--- src/rtl/reg_file.sv ---
// Architectural register file with ROB rename tags: commit writes, dispatch renames, roll flushes.
// Optional macro RF_COMMIT_BYPASS_EN forwards a matching in-flight commit onto the read ports.
module reg_file #(
  parameter int ROB_IDX_W = 4,
  parameter int XLEN      = 32
) (
  input  logic                 clk,
  input  logic                 rst_n,
  input  logic                 rdy,
  input  logic [4:0]           Dec_rs1,
  input  logic [4:0]           Dec_rs2,
  output logic                 Dec_busy1,
  output logic [ROB_IDX_W-1:0] Dec_tag1,
  output logic [XLEN-1:0]      Dec_val1,
  output logic                 Dec_busy2,
  output logic [ROB_IDX_W-1:0] Dec_tag2,
  output logic [XLEN-1:0]      Dec_val2,
  input  logic                 Dis_flag,
  input  logic [4:0]           Dis_rd,
  input  logic [ROB_IDX_W-1:0] Dis_ROB_idx,
  input  logic                 RF_write_flag,
  input  logic [4:0]           RF_rd,
  input  logic [ROB_IDX_W-1:0] RF_ROB_idx,
  input  logic [XLEN-1:0]      RF_val,
  input  logic                 ROB_roll
);

  localparam int PW = 1 + ROB_IDX_W + XLEN;

  logic [XLEN-1:0]      val_q [1:31];
  logic [ROB_IDX_W-1:0] tag_q [1:31];
  logic [31:1]          busy_q;

  // Packs {busy, tag, val} for one source index; x0 reads as a ready zero.
  function automatic logic [PW-1:0] read_port(input logic [4:0] rs);
    logic                 b;
    logic [ROB_IDX_W-1:0] t;
    logic [XLEN-1:0]      v;
    b = 1'b0;
    t = '0;
    v = '0;
    if (rs != 5'd0) begin
      v = val_q[rs];
      if (busy_q[rs]) begin
        b = 1'b1;
        t = tag_q[rs];
`ifdef RF_COMMIT_BYPASS_EN
        if (RF_write_flag && RF_rd == rs && tag_q[rs] == RF_ROB_idx && !ROB_roll) begin
          b = 1'b0;
          v = RF_val;
        end
`endif
      end
    end
    return {b, t, v};
  endfunction

  always_comb begin
    {Dec_busy1, Dec_tag1, Dec_val1} = read_port(Dec_rs1);
    {Dec_busy2, Dec_tag2, Dec_val2} = read_port(Dec_rs2);
  end

  // Ordering inside the update: roll clears, commit retires matching tag, rename wins last.
  always_ff @(posedge clk or negedge rst_n) begin
    if (!rst_n) begin
      busy_q <= '0;
      for (int r = 1; r < 32; r++) begin
        val_q[r] <= '0;
        tag_q[r] <= '0;
      end
    end else if (rdy) begin
      if (ROB_roll)
        busy_q <= '0;
      if (RF_write_flag && RF_rd != 5'd0) begin
        val_q[RF_rd] <= RF_val;
        if (busy_q[RF_rd] && tag_q[RF_rd] == RF_ROB_idx)
          busy_q[RF_rd] <= 1'b0;
      end
      if (Dis_flag && Dis_rd != 5'd0 && !ROB_roll) begin
        busy_q[Dis_rd] <= 1'b1;
        tag_q[Dis_rd]  <= Dis_ROB_idx;
      end
    end
  end

endmodule

--- config.mk ---
export PLATFORM = sky130hd
export DESIGN_NAME = reg_file
export DESIGN_NICKNAME = d
export VERILOG_FILES = /design/src/rtl/reg_file.sv
export SDC_FILE = /design/constraint.sdc
export NUM_CORES = 2
export LEC_CHECK = 0
export CAP_MARGIN = 15
export CELL_PAD_IN_SITES_DETAIL_PLACEMENT = 0
export CELL_PAD_IN_SITES_GLOBAL_PLACEMENT = 1
export CORE_ASPECT_RATIO = 0.5
export CORE_MARGIN = 4
export CORE_UTILIZATION = 51
export DETAILED_ROUTE_END_ITERATION = 10
export DONT_BUFFER_PORTS = 1
export GPL_ROUTABILITY_DRIVEN = 0
export MAX_ROUTING_LAYER = met4
export PLACE_DENSITY = 0.72
export SLEW_MARGIN = 20
export SYNTH_ARGS = -nofsm -noshare
export SYNTH_HDL_FRONTEND = slang
export SYNTH_SLANG_ARGS = --single-unit
--- constraint.sdc ---
create_clock -name clk -period 4.6 [get_ports clk]
set_input_delay 0.69 -clock clk [delete_from_list [all_inputs] [get_ports clk]]
set_output_delay 0.69 -clock clk [all_outputs]
set_load 0.005 [all_outputs]
* Word level (Yosys, flattened, before mapping)
Cells that the tools add are included.
Word-level totals: flip-flop bits (word level) 1147, output and inout port bits 74, word-level logic and storage cells 145
Cells by class: order comparisons 12, eq/ne operators 1, multiplexer cells 47, bitwise operators 7, reductions and logical operators 15
Operators with widths (number):
- $bwmux W992 | 1
- $bmux W32 S5 | 2
- $mux W32 | 7
- $mux W31 | 6
- $demux W32 S5 | 1
- $bwmux W124 | 1
- $bmux W4 S5 | 3
- $mux W4 | 11
- $and A31 B31 Y31 | 1
- $not A31 Y31 | 1
- $or A31 B31 Y31 | 1
- $ge A6 B6 Y1 const B | 4
- $lt A5 B6 Y1 const B | 4
- $not A5 Y6 | 4
- $demux W4 S5 | 1
- $reduce_bool A5 Y1 | 4
- $bmux W1 S5 | 3
- $lt A6 B1 Y1 const B | 2
- $demux W1 S5 | 2
- $ge A5 B1 Y1 const B | 2
- $mux W1 | 9
- $logic_and A1 B1 Y1 | 8
- $eq A4 B4 Y1 | 1
- $reduce_and A2 Y1 | 2
- $logic_not A1 Y1 | 1

* Logic depth before layout (Yosys ltp)
depth after elaboration 11, gate-level depth with buffers 12

* Worst setup path before layout
OpenSTA, ideal clock, no wires.
path kind input -> output, start point input Dec_rs2[0], end point output Dec_val2[0], arrival time 3025 ps, slack 885 ps, stages on the path 6, path through clkbuf_1 > clkbuf_1 > buf_1 > mux4_2 > mux4_2 > mux2_2
Between the ends: cells in the longest elaborated chain, start to end 5, elaborated cells between the ends (all ways) 6, classes of those cells 4 x mux; 1 x bitwise; 1 x reduce/logical
RTL lines:
- from (decl) | RTL line 11 | input logic [4:0] Dec_rs2,
- $not A5 Y6 (implied by the code) | RTL line 43 | v = val_q[rs];
- $bmux W32 S5 | RTL line 43
- $mux W32 (implied by the code) (2 in a row) | RTL line 43
- $mux W32 (*) | RTL line 42 | if (rs != 5'd0) begin
- to (decl) | RTL line 17 | output logic [XLEN-1:0] Dec_val2,
Mark *: on every way between the ends. The rest lies on a longest branch, timed or not. The select of a mux whose other input is x is not followed.

* Worst setup path in the final report
start point input Dec_rs1[0], end point output Dec_val1[10]
Between the ends: cells in the longest elaborated chain, start to end 5, elaborated cells between the ends (all ways) 6, classes of those cells 4 x mux; 1 x bitwise; 1 x reduce/logical
RTL lines:
- from (decl) | RTL line 10 | input logic [4:0] Dec_rs1,
- $not A5 Y6 (implied by the code) | RTL line 43
- $bmux W32 S5 | RTL line 43
- $mux W32 (implied by the code) (2 in a row) | RTL line 43
- $mux W32 (*) | RTL line 42
- to (decl) | RTL line 14 | output logic [XLEN-1:0] Dec_val1,
Marks and branches as above.

==> out/results.md <==
| Parameter | Value |
|---|---|
| Status | complete, no violations |
| Mapped Nets | 4,095 |
| Maximum vdd drop | 0.000311 V |
| Via/cell ratio | 7.04 |
| Final WL | 190,000 um |
| Fraction of synthesized cell area taken by the top area cell type | 45.7% |
| Detailed-route via count | 38,400 |
| Average cell area after synthesis | 15.6 um2 |
| Detailed placement HPWL | 104,000 um |
| Largest net degree at the start of global routing | 299 |
| Largest stage delay, worst path | 1.09 ns |
| TritonCTS clock tree | done |
| Inserted Clock Buffers | 109 |
| Global-route wire length before repair | 281,000 um |
| Class of the tightest hold or removal check | primary input to flop |
| Post-layout minimum cycle time | 4.21 ns |
| Routed len/inst | 34.8 um |
| Syn Std Cell Area | 62,800 um2 |
| Number of levels in the clock H-tree | 3 |
| Number of global-route vias before repair | 39,500 |
| Maximum achievable frequency | 237 MHz |
| DIE WIDTH | 504 um |
| Number of warnings issued by yosys | 0 |
| Share of post-route cells with drive strength above 1 | 56.3% |
| Number of max-slew violations in the final report | 0 |
| Cells resized by post-CTS repair | 0 |
| Arrival time reported for the critical path endpoint | 3.52 ns |
| Worst setup path category | primary input to output port |
| Number of antenna violations at the first check in global routing | 4 |
| DR iter-0 viols | 3,866 |
| Leakage Power | 29.6 nW |
| TritonCTS sink count | 1,147 |
| Slowest-stage cell, CP | sky130_fd_sc_hd__nor2b_4 |
| Nets@finish | 3,825 |
| Setup_tns | 0 ns |
| Top fanout value on the critical path | 298 |
| Die outline area | 129,000 um2 |
| Number of top-level design ports | 140 |
| Floorplan row count | 90 |
| Clock Pin Slew Worst Setup and Hold Paths | 0.06 ns |
| Type of element launching the critical path | primary input |
| Post-synthesis sequential element count | 1,147 |
| First-pass iteration count of the detailed router | 5 |
| Number of different library cells in the post-synthesis netlist | 48 |
| Finished Core Util | 55.7% |
| Post-synthesis cell count | 4,029 |
| Worst slew pin tran | 1.38 ns |
| Clock latency of the later-clocked register in the worst-skew pair | 0.73 ns |
| Setup violations, final | 0 |
| Post-synth top flop | sky130_fd_sc_hd__dfrtp_1 |
| Slew headroom | 8.19% |
| Maximum count of clock buffers along a single path | 3 |
| RSZ-0062 raised after global routing | no |
| Period utilization | 91.6% |
| Hold violation total from the final report | 0 |
| Starting density of the core | 51.7% |
| Total routing usage reported by global routing | 30.4% |
| DRC violations left | 0 |
| Height of the die | 256 um |
| Async set-or-reset flop fraction in the synthesized netlist | 100% |
| Cell type group with the largest total delay on the critical path | simple AND/OR/NAND/NOR gates |
| DRT antenna net count | 0 |
| Worst clock skew | 0.0151 ns |
| Port Buf Inserts | 0 |
| Root Buffer | sky130_fd_sc_hd__clkbuf_16 |
| Fraction of the yosys area taken by sequential cells | 45.7% |
| Number of buffer and inverter instances along the worst setup path | 1 |
| Critical Path Sink Type | output port |
| Area contributors post-synth | sky130_fd_sc_hd__dfrtp_1 46%, sky130_fd_sc_hd__mux4_2 24%, sky130_fd_sc_hd__mux2_2 22%, sky130_fd_sc_hd__clkbuf_1 1.9%, sky130_fd_sc_hd__mux2i_1 1.0% |
| Number of synthesized flops with an enable pin | 0 |
| Total overflow reported by the global router | 0 |
| Core area | 121,000 um2 |
| Syn-to-layout area delta | 7.70% |
| Leading area contributor after synthesis | sky130_fd_sc_hd__dfrtp_1 |
| Power density over cell area | 377 nW/um2 |
| Required time at the worst-slack endpoint | 3.91 ns |
| Number of max-capacitance violations reported | 0 |
| Critical path cell sequence | nor2b_4, buf_4, a22o_1, mux4_2, mux2_2 |
| Total of fill cells in the finished design | 9,580 |
layout by cell type (no fill, tap or decap), types with 9 or more instances in the layout:
| cell | n |
|---|---|
| sky130_fd_sc_hd__nand2_1 | 130 |
| sky130_fd_sc_hd__mux2i_1 | 64 |
| sky130_fd_sc_hd__clkbuf_1 | 31 |
| sky130_fd_sc_hd__nand3_1 | 9 |
| sky130_fd_sc_hd__inv_1 | 14 |
| sky130_fd_sc_hd__o21ai_0 | 13 |
| sky130_fd_sc_hd__buf_4 | 32 |
| sky130_fd_sc_hd__nand3_4 | 9 |
| sky130_fd_sc_hd__o22ai_1 | 12 |
| sky130_fd_sc_hd__nor2_4 | 12 |
| sky130_fd_sc_hd__mux4_2 | 672 |
| sky130_fd_sc_hd__dfrtp_1 | 1147 |
| sky130_fd_sc_hd__a22o_1 | 73 |
| sky130_fd_sc_hd__a31oi_1 | 19 |
| sky130_fd_sc_hd__buf_16 | 10 |
| sky130_fd_sc_hd__nor2_1 | 36 |
| sky130_fd_sc_hd__a22oi_1 | 19 |
| sky130_fd_sc_hd__clkbuf_8 | 22 |
| sky130_fd_sc_hd__clkinv_2 | 21 |
| sky130_fd_sc_hd__clkbuf_16 | 111 |
| sky130_fd_sc_hd__a21oi_1 | 27 |
| sky130_fd_sc_hd__o32ai_1 | 9 |
| sky130_fd_sc_hd__mux2_2 | 1231 |
worst paths after layout:
kind / depth (start not counted) / start / slack, ns / end
max: 5 / Dec_rs1[0] / 0.39 / Dec_val1[10]
min: 2 / RF_val[14] / 0.07 / val_q[462]
max reg2reg: 8 / tag_q[37] / 1.74 / busy_q[27]
min reg2reg: 2 / val_q[472] / 0.50 / val_q[472]
max in group asynchronous: 5 / rst_n / 1.69 / val_q[849]
min in group asynchronous: 2 / rst_n / 0.56 / tag_q[108]
synth_stat cells, drive strengths merged (15+ instances only):
| cell | instances |
|---|---|
| nor3 | 15 |
| buf | 119 |
| a21oi | 27 |
| inv | 15 |
| mux2i | 64 |
| nand2 | 135 |
| a31oi | 19 |
| dfrtp | 1147 |
| nor2 | 48 |
| mux2 | 1231 |
| a22oi | 19 |
| nand3 | 18 |
| clkbuf | 313 |
| a22o | 73 |
| mux4 | 672 |
metrics by stage:
stage | total power (W) | hold slack [ns] | setup slack [ns] | std cells | area (um2)
2_1_floorplan | 0.0155 | 0.394 | 0.885 | 4029 | 62800
3_3_place_gp | 0.0161 | 0.406 | 0.919 | 5252 | 63900
3_5_place_dp | 0.0163 | 0.406 | 1.03 | 5253 | 64000
4_1_cts | 0.0256 | 0.00993 | 0.949 | 5455 | 67600
5_1_grt | 0.0265 | 0.0439 | 0.516 | 5458 | 67700
6_report | 0.0255 | 0.0697 | 0.386 | 5459 | 67700
cell families (layout without fill, tap and decap cells):
kind of cell | count (synthesis) | count (layout) | synth area share, %
compound gates | 188 | 188 | 2.21
xor+xnor | 3 | 3 | 0.0418
buf+inv | 447 | 266 | 2.82
flops | 1147 | 1147 | 45.7
mux | 1967 | 1967 | 47.2
other cells | 0 | 1 | 0
simple gates | 277 | 277 | 2.05
area by class of cell:
type | count | area (um2) | share of cell area, %
Antenna cell | 1 | 2.50 | 0.00370
Clock buffer | 164 | 3200 | 4.73
Inverter | 15 | 56.3 | 0.0832
Timing Repair Buffer | 51 | 676 | 0.999
Clock inverter | 36 | 380 | 0.562
Tap cell | 1610 | 2010 | 2.98
Multi-Input combinational cell | 2435 | 32600 | 48.2
Sequential cell | 1147 | 28700 | 42.4
worst reg2reg max path: cells and delay by family, from the launching register on:
family / cells / cell delay, ns
compound gates: 2 / 0.43
xor+xnor: 1 / 0.21
buf+inv: 1 / 0.41
simple gates: 3 / 0.71
flops: 1 / 0.41
mux: 1 / 0.52
report_power, final:
part	total (W)	leakage [nW]	switching [W]	internal [W]
clock network	0.00929	1.76	0.00415	0.00514
logic	0.00395	12.6	0.00133	0.00262
registers	0.0123	15.3	0.000914	0.0113
state kept, by name (all words and copies together) (netlist names):
register	cells
val_q	992
tag_q	124
busy_q	31
repair_timing:
| item | CTS | global route |
|---|---|---|
| endpoints found under the setup margin | 0 | 0 |
| hold endpoints to repair | 179 | 86 |
| setup buffers | 0 | 0 |
| hold buffers | 2 | 1 |
per-layer routing:
metal,wire length (um),part of all wire (%),track usage (%),vias to the layer above
li1,-,-,-,15200
met1,84200,44,44.2,21500
met2,87600,46,44.6,1447
met3,13300,7.0,5.85,293
met4,4700,2.5,6.89,0
met5,0,0,-,-
(Power assumes the default switching activity.)
